==> config.mk <==
export PLATFORM = sky130hd
export DESIGN_NAME = pipe_ctrl
export DESIGN_NICKNAME = d
export VERILOG_FILES = /design/src/rtl/pipe_ctrl.sv
export SDC_FILE = /design/constraint.sdc
export NUM_CORES = 1
export LEC_CHECK = 0
export BUFFER_PORTS_ARGS = -buffer_cell sky130_fd_sc_hd__buf_2
export CORE_MARGIN = 4
export CORE_UTILIZATION = 35
export DETAILED_ROUTE_END_ITERATION = 7
export GPL_ROUTABILITY_DRIVEN = 0
export SETUP_SLACK_MARGIN = 0.1
export SLEW_MARGIN = 20
export SYNTH_ARGS = -nofsm -noshare
export SYNTH_HDL_FRONTEND = slang
export SYNTH_SLANG_ARGS = --single-unit
==> constraint.sdc <==
create_clock -name clk -period 1.9 [get_ports clk]
set_input_delay 0.38 -clock clk [delete_from_list [all_inputs] [get_ports clk]]
set_output_delay 0.38 -clock clk [all_outputs]
set_load 0.05 [all_outputs]
==> src/rtl/pipe_ctrl.sv <==
// Pipeline hazard/control unit: branch redirect, load-use bubble and
// multi-cycle-op stall with timeout, plus a saturating stall-cycle counter.
module pipe_ctrl #(
    parameter int unsigned MC_TIMEOUT = 64
) (
    input  logic        clk,
    input  logic        rst_n,
    input  logic        jump_en_i,
    input  logic [31:0] jump_addr_i,
    input  logic        ex_mem_rd_i,
    input  logic        ex_reg_wen_i,
    input  logic [4:0]  ex_rd_addr_i,
    input  logic [4:0]  id_rs1_addr_i,
    input  logic [4:0]  id_rs2_addr_i,
    input  logic        mc_start_i,
    input  logic        mc_done_i,
    output logic        pc_hold_o,
    output logic        if_id_hold_o,
    output logic        id_ex_hold_o,
    output logic        id_ex_bubble_o,
    output logic        flush_o,
    output logic        jump_en_o,
    output logic [31:0] jump_addr_o,
    output logic [1:0]  state_o,
    output logic [15:0] stall_cnt_o,
    output logic        mc_timeout_o
);

    localparam int unsigned CW = (MC_TIMEOUT > 1) ? $clog2(MC_TIMEOUT) : 1;
    localparam logic [CW-1:0] WAIT_LAST = CW'(MC_TIMEOUT - 1);

    localparam logic [1:0] ST_RUN      = 2'd0;
    localparam logic [1:0] ST_REDIRECT = 2'd1;
    localparam logic [1:0] ST_MC_WAIT  = 2'd2;

    logic [1:0]    state_q, state_d;
    logic [CW-1:0] wait_cnt_q, wait_cnt_d;
    logic [31:0]   jump_addr_q, jump_addr_d;
    logic [15:0]   stall_cnt_q, stall_cnt_d;
    logic          mc_timeout_q, mc_timeout_d;

    logic load_use;
    logic pc_hold, if_id_hold, id_ex_hold, id_ex_bubble, flush, jump_en;

    assign load_use = ex_mem_rd_i && ex_reg_wen_i && (ex_rd_addr_i != 5'd0) &&
                      ((ex_rd_addr_i == id_rs1_addr_i) || (ex_rd_addr_i == id_rs2_addr_i));

    always_comb begin
        // NOTE: every always_comb output gets a default first so no path can infer a latch.
        state_d      = state_q;
        wait_cnt_d   = wait_cnt_q;
        jump_addr_d  = jump_addr_q;
        mc_timeout_d = mc_timeout_q;
        pc_hold      = 1'b0;
        if_id_hold   = 1'b0;
        id_ex_hold   = 1'b0;
        id_ex_bubble = 1'b0;
        flush        = 1'b0;
        jump_en      = 1'b0;

        unique case (state_q)
            ST_RUN: begin
                // Jump beats mc_start beats load-use; losers are simply dropped.
                if (jump_en_i) begin
                    flush       = 1'b1;
                    jump_addr_d = jump_addr_i;
                    state_d     = ST_REDIRECT;
                end else if (mc_start_i) begin
                    wait_cnt_d = '0;
                    state_d    = ST_MC_WAIT;
                end else if (load_use) begin
                    pc_hold      = 1'b1;
                    if_id_hold   = 1'b1;
                    id_ex_bubble = 1'b1;
                end
            end
            ST_REDIRECT: begin
                flush   = 1'b1;
                jump_en = 1'b1;
                state_d = ST_RUN;
            end
            ST_MC_WAIT: begin
                if (mc_done_i) begin
                    state_d = ST_RUN;
                end else if (wait_cnt_q == WAIT_LAST) begin
                    mc_timeout_d = 1'b1;
                    state_d      = ST_RUN;
                end else begin
                    pc_hold    = 1'b1;
                    if_id_hold = 1'b1;
                    id_ex_hold = 1'b1;
                    wait_cnt_d = wait_cnt_q + 1'b1;
                end
            end
            default: state_d = ST_RUN;
        endcase
    end

    assign stall_cnt_d = (pc_hold && (stall_cnt_q != 16'hFFFF)) ? stall_cnt_q + 16'd1
                                                                : stall_cnt_q;

    always_ff @(posedge clk or negedge rst_n) begin
        // NOTE: non-blocking assignments keep every flop sampling pre-edge values.
        if (!rst_n) begin
            state_q      <= ST_RUN;
            wait_cnt_q   <= '0;
            jump_addr_q  <= '0;
            stall_cnt_q  <= '0;
            mc_timeout_q <= 1'b0;
        end else begin
            state_q      <= state_d;
            wait_cnt_q   <= wait_cnt_d;
            jump_addr_q  <= jump_addr_d;
            stall_cnt_q  <= stall_cnt_d;
            mc_timeout_q <= mc_timeout_d;
        end
    end

    // Combinational controls are masked while rst_n is low so live inputs cannot leak through.
    assign pc_hold_o      = pc_hold      & rst_n;
    assign if_id_hold_o   = if_id_hold   & rst_n;
    assign id_ex_hold_o   = id_ex_hold   & rst_n;
    assign id_ex_bubble_o = id_ex_bubble & rst_n;
    assign flush_o        = flush        & rst_n;
    assign jump_en_o      = jump_en      & rst_n;
    assign jump_addr_o    = jump_addr_q;
    assign state_o        = state_q;
    assign stall_cnt_o    = stall_cnt_q;
    assign mc_timeout_o   = mc_timeout_q;

endmodule
==> flow_summary.toml, run 1 <==
[setup_path]
critPathMaxFanout = 3
cp.required_ps = 1520
critPathKind = "flip-flop to output pin"
worstSetupEndpointType = "output pin"
startpoint_type = "flip-flop"
worstPathArrival_ps = 1810

[yosys]
synth_cell_type_count = 42
postSynthAreaPerCell_sq_um = 12.4
ys_seq_area_share_pct = 53.6
synth_edf_count = 0
synth_flop_cell = "dfrtp_1"
synth_warnings = 0
syn_area_sq_um = 2660
syn-num-nets = 271
async_flop_share_pct = 100
ys_seq_elements = 57
syn_inst = 215

[clocking]
htree_levels = 3
numCtsBuffers = 9
ctsHoldBuffers = 0
clock_sinks = 57
root_buffer = "clkbuf_8"
cts_tree = "done"
clkTransAtPathRegs_ps = 70
clock_latency_ps = 330
clockBufferDepth = 2

[route]
drt_first_iter_violations = 75
dr.pass1.iters = 4
drt_wl_total_mm = 6.75
vias = 2216
wire_per_inst_um = 14.4
ant_nets = 0
drcViolationCount = 0
via_per_inst = 4.72

[layout]
drive_gt1_share_pct = 66.5
layout.nets = 421
antenna_cells = 0
regArea_sq_um = 1450
nFillCells = 623
postLayoutCoreUtil_pct = 55.8
area_growth_pct = 53.7
multi_input_area_sq_um = 1400

[die]
rows = 31
die_h_um = 95.2
io_pins = 111
chipWidth_um = 95.2
start_util_pct = 36.3
die_area_sq_um = 9060
core-area_sq_um = 7330

[global_route]
grt_max_degree = 35
grt_pass1_vias = 2337
grt_use_total_pct = 15.6
grt_pass1_wl_mm = 10.9
overflow = 0
antenna_found_initial = 0

[timing]
rsz0062_at_grt = "yes"
fmax_mhz = 456
tightest_slew_ps = 533
setup_ws_ps = -291
hold_violations = 0
fin_skew_ps = 9.92
maxSlewViolCount = 0
finalSetupViolCount = 16
hold_ws_ps = 162
slew_headroom_pct = 64.5
fin_crit_sh_pct = 115
period_minus_slack_ps = 2190

[run_status]
violations = "negative setup slack"
status = "complete, but fails checks"

[hold_path]
min_path_type = "input pin to async pin"

[place]
dp_hpwl_mm = 4.86
port_buffers = 110

[power]
p_per_area_nw_per_um2 = 1150
power.total_uw = 4700
ir_drop_mv = 0.780
p_leak_uw = 0.00193

[run]
maxCapViolCount = 0
## synthesized netlist by cell type, drive strengths merged, types with 6 or more instances
| library cell | number | area share (%) |
|---|---|---|
| dfrtp | 57 | 54 |
| nor3 | 8 | 1.7 |
| xor2 | 20 | 6.6 |
| mux2 | 35 | 15 |
| a21oi | 6 | 1.1 |
| nor2 | 14 | 2.3 |
| nand3 | 10 | 1.9 |
| nand2 | 10 | 1.4 |
## stage by stage
step | setup WS (ps) | instance area (sq um) | setup TNS (ps) | cells
final | -291 | 4090 | -2790 | 469
after global routing | -360 | 4090 | -3960 | 469
after CTS | -319 | 3960 | -1440 | 464
after detailed placement | -280 | 3570 | -2980 | 441
after global placement | -265 | 3570 | -2570 | 441
after floorplan | -451 | 2750 | -4870 | 215
## cells by family (layout without fill, tap and decap cells)
group	count (synthesis)	count (layout)	synth area share, %
XOR/XNOR	22	22	7.24
adder cells (fa/ha/maj)	2	2	0.940
multiplexers	35	35	14.8
AO/OA/AOI/OAI	24	24	6.58
buffers and inverters	10	165	1.88
AND/OR/NAND/NOR	65	65	15.0
flip-flops	57	57	53.6
## worst max-delay path, stage by stage, from the launching register on
cell	delay, ps
dfrtp_2	400
or3_4	380
nor3_4	160
o21ai_4	100
o22ai_2	120
and2_4	190
buf_8	140
## where the power goes
| group | switching (uW) | total [uW] | internal, uW | leakage (uW) |
|---|---|---|---|---|
| Combinational | 1210 | 1810 | 594 | 0.00115 |
| Sequential | 194 | 1660 | 1470 | 0.000679 |
| Clock | 502 | 1240 | 734 | 0.0000975 |
## cell type report
class / count / area share [%]
flip-flops and latches: 57 / 35.4
inverters: 4 / 0.367
clock buffers: 9 / 3.03
multi-input cells: 148 / 34.3
clock inverters: 7 / 2.32
repair buffers: 145 / 21.6
well taps: 99 / 3.03
## layout by cell type (no fill, tap or decap), types with 2 or more instances in the layout
cell | synthesis | final
a21oi_1 | 6 | 4
a21oi_2 | 0 | 2
a31oi_1 | 4 | 2
a31oi_4 | 0 | 2
and2_4 | 0 | 2
and3_1 | 3 | 3
buf_2 | 1 | 105
buf_4 | 1 | 30
buf_6 | 1 | 6
buf_8 | 0 | 3
bufinv_16 | 0 | 2
clkbuf_8 | 0 | 9
clkinvlp_4 | 0 | 4
dfrtp_1 | 57 | 40
dfrtp_2 | 0 | 17
ha_4 | 0 | 2
inv_1 | 4 | 4
mux2_2 | 34 | 33
mux2_4 | 0 | 2
nand2_1 | 10 | 9
nand3_1 | 10 | 9
nand4_1 | 4 | 4
nor2_1 | 13 | 10
nor2_4 | 1 | 3
nor3_1 | 7 | 4
nor3_4 | 0 | 4
nor3b_4 | 0 | 2
nor4_4 | 2 | 2
o21ai_0 | 3 | 2
o21ai_4 | 0 | 2
or3_1 | 2 | 2
xnor2_1 | 2 | 2
xor2_1 | 20 | 19
## flip-flops by register name (all words and copies together) (netlist names)
register      flops
stall_cnt_o      16
wait_cnt_q        6
jump_addr_o      32
state_o           2
mc_timeout_o      1
## path summary, 6_finish.rpt
kind / startpoint / endpoint / slack [ps] / cells past startpoint
worst min-delay path: rst_n / jump_addr_o[26]$_DFFE_PN0P_ / 160 / 2
worst min register to register: mc_timeout_o$_DFFE_PN0P_ / mc_timeout_o$_DFFE_PN0P_ / 470 / 1
worst max register to register: state_o[0]$_DFFE_PN0P_ / stall_cnt_o[14]$_DFFE_PN0P_ / -230 / 8
max in group asynchronous: rst_n / stall_cnt_o[3]$_DFFE_PN0P_ / 1340 / 2
min in group clk: jump_addr_i[26] / jump_addr_o[26]$_DFFE_PN0P_ / 280 / 2
worst max-delay path: state_o[0]$_DFFE_PN0P_ / pc_hold_o / -290 / 6
## what timing repair did
item                                    4_1_cts  5_1_grt
endpoints found under the setup margin       17       23
pin swaps                                    11       13
gates resized for setup                      27       16
buffers inserted                              8        7
## per-layer routing
metal	part of all wire, %	track usage [%]
met1	41	18.4
met2	49	25.2
met3	8.7	4.97
met4	1.4	8.17
met5	0	0
Note: power is estimated with default switching activity, not from simulation.
==> inputs of run 2 (changes only) <==
--- a/config.mk
+++ b/config.mk
@@ -6,11 +6,16 @@
 export NUM_CORES = 1
 export LEC_CHECK = 0
 export BUFFER_PORTS_ARGS = -buffer_cell sky130_fd_sc_hd__buf_2
+export CELL_PAD_IN_SITES_DETAIL_PLACEMENT = 0
+export CELL_PAD_IN_SITES_GLOBAL_PLACEMENT = 1
 export CORE_MARGIN = 4
-export CORE_UTILIZATION = 35
+export CORE_UTILIZATION = 33
+export CTS_CLUSTER_SIZE = 10
 export DETAILED_ROUTE_END_ITERATION = 7
 export GPL_ROUTABILITY_DRIVEN = 0
+export PLACE_DENSITY_LB_ADDON = 0.1
 export SETUP_SLACK_MARGIN = 0.1
+export SKIP_LAST_GASP = 1
 export SLEW_MARGIN = 20
 export SYNTH_ARGS = -nofsm -noshare
 export SYNTH_HDL_FRONTEND = slang
==> flow_summary.toml, run 2 (synthesis results as in run 1) <==
[timing]
rsz0062_at_grt = "yes"
period_minus_slack_ps = 2230
fin_skew_ps = 10.7
finalSetupViolCount = 17
slew_headroom_pct = 58.3
fmax_mhz = 448
setup_tns_ps = -1980
fin_crit_sh_pct = 118
maxSlewViolCount = 0
tightest_slew_ps = 625
setup_ws_ps = -333
hold_violations = 0

[layout]
final_common_cell = "buf_2"
largest_reg_flops = 32
nFillCells = 708
postLayoutCoreUtil_pct = 52.6
area_growth_pct = 53.4
drive_gt1_share_pct = 66.6
antenna_cells = 0
stdcell_count = 473
final_cell_mix = "105 x buf_2, 40 x dfrtp_1, 32 x mux2_2, 29 x buf_4, 19 x xor2_1"
final_area_sq_um = 4080
layout.nets = 422

[setup_path]
rr_startpoint = "state_o[0]$_DFFE_PN0P_"
worstPathArrival_ps = 1850
r2r_cells = 7
worstSetupEndpointType = "output pin"
critPathMaxFanout = 3
worstReg2RegEnd = "stall_cnt_o[14]$_DFFE_PN0P_"
startpoint_type = "flip-flop"
cp.required_ps = 1520
regToRegSetupSlack_ps = -130
critPathKind = "flip-flop to output pin"

[clocking]
htree_levels = 3
clockBufferDepth = 2
cts_tree = "done"
numCtsBuffers = 9
clkTransAtPathRegs_ps = 60
clock_sinks = 57
root_buffer = "clkbuf_8"
clock_latency_ps = 330

[power]
ir_drop_mv = 0.627
p_leak_uw = 0.00195
p_per_area_nw_per_um2 = 1150
power.total_uw = 4700

[route]
via_per_inst = 4.72
dr.pass1.iters = 4
ant_nets = 0
wire_per_inst_um = 14.6
vias = 2234
drt_first_iter_violations = 60
drcViolationCount = 0
drt_wl_total_mm = 6.89

[global_route]
antenna_found_initial = 0
grt_max_degree = 51
grt_pass1_vias = 2366
overflow = 0
grt_use_total_pct = 14.5
grt_pass1_wl_mm = 11.2

[die]
start_util_pct = 34.3
io_pins = 111
chipWidth_um = 97.8
core-area_sq_um = 7770
die_h_um = 97.8
rows = 32
die_area_sq_um = 9560

[run_status]
violations = "negative setup slack"
status = "complete, but fails checks"

[place]
placed_area_sq_um = 3570
port_buffers = 110
dp_hpwl_mm = 4.92
numPlacedInstances = 443

[run]
maxCapViolCount = 0

[hold_path]
min_path_type = "input pin to async pin"
## run 2: per-stage QoR
stage	worst slack, ps	hold slack, ps
5_1_grt	-411	258
3_5_place_dp	-283	280
3_3_place_gp	-273	279
4_1_cts	-386	255
6_report	-333	270
2_1_floorplan	-451	84.4
## run 2: final cells by class
class	count	area, sq um	share of cell area [%]
clock inverter	6	82.6	2.02
clock buffer	10	128	3.13
inverter	4	15.0	0.368
timing repair buffer	146	897	22.0
sequential	57	1450	35.5
multi-input combinational	148	1390	33.9
tap	102	128	3.13
## run 2: repair_timing
action,in CTS,in global routing
pin swaps,13,13
hold endpoints to repair,7,0
resized for setup,25,17
hold buffers,1,0
setup endpoints to repair,18,25
buffers inserted,8,9
## run 2: report_power, final
group	switching, uW	internal [uW]	total, uW
combinational	1220	604	1820
clock	492	732	1220
sequential	186	1470	1650
## run 2: how the worst max path moves through the flow
stage | slack [ps] | startpoint | cells past startpoint | endpoint
floorplan | -450 | state_o[1]$_DFFE_PN0P_ | 7 | pc_hold_o
global placement | -270 | ex_rd_addr_i[1] | 6 | if_id_hold_o
detailed placement | -280 | ex_rd_addr_i[1] | 6 | pc_hold_o
CTS | -390 | state_o[0]$_DFFE_PN0P_ | 6 | pc_hold_o
global route | -410 | state_o[0]$_DFFE_PN0P_ | 6 | pc_hold_o
finish | -330 | state_o[0]$_DFFE_PN0P_ | 6 | if_id_hold_o
## run 2: critical path: stages (launching register included)
cell and delay (ps):
dfrtp_2 400, or3_4 370, nor3_2 180, o21ai_2 120
o22ai_2 120, and2_4 190, buf_8 140
## run 2: per-layer routing
layer	vias up	part of all wire, %	GRT usage [%]
met4	0	1.1	4.79
met1	1080	44	17.6
met3	5	7.2	5.71
met2	78	47	23.5
li1	1071	-	-
met5	-	0	0
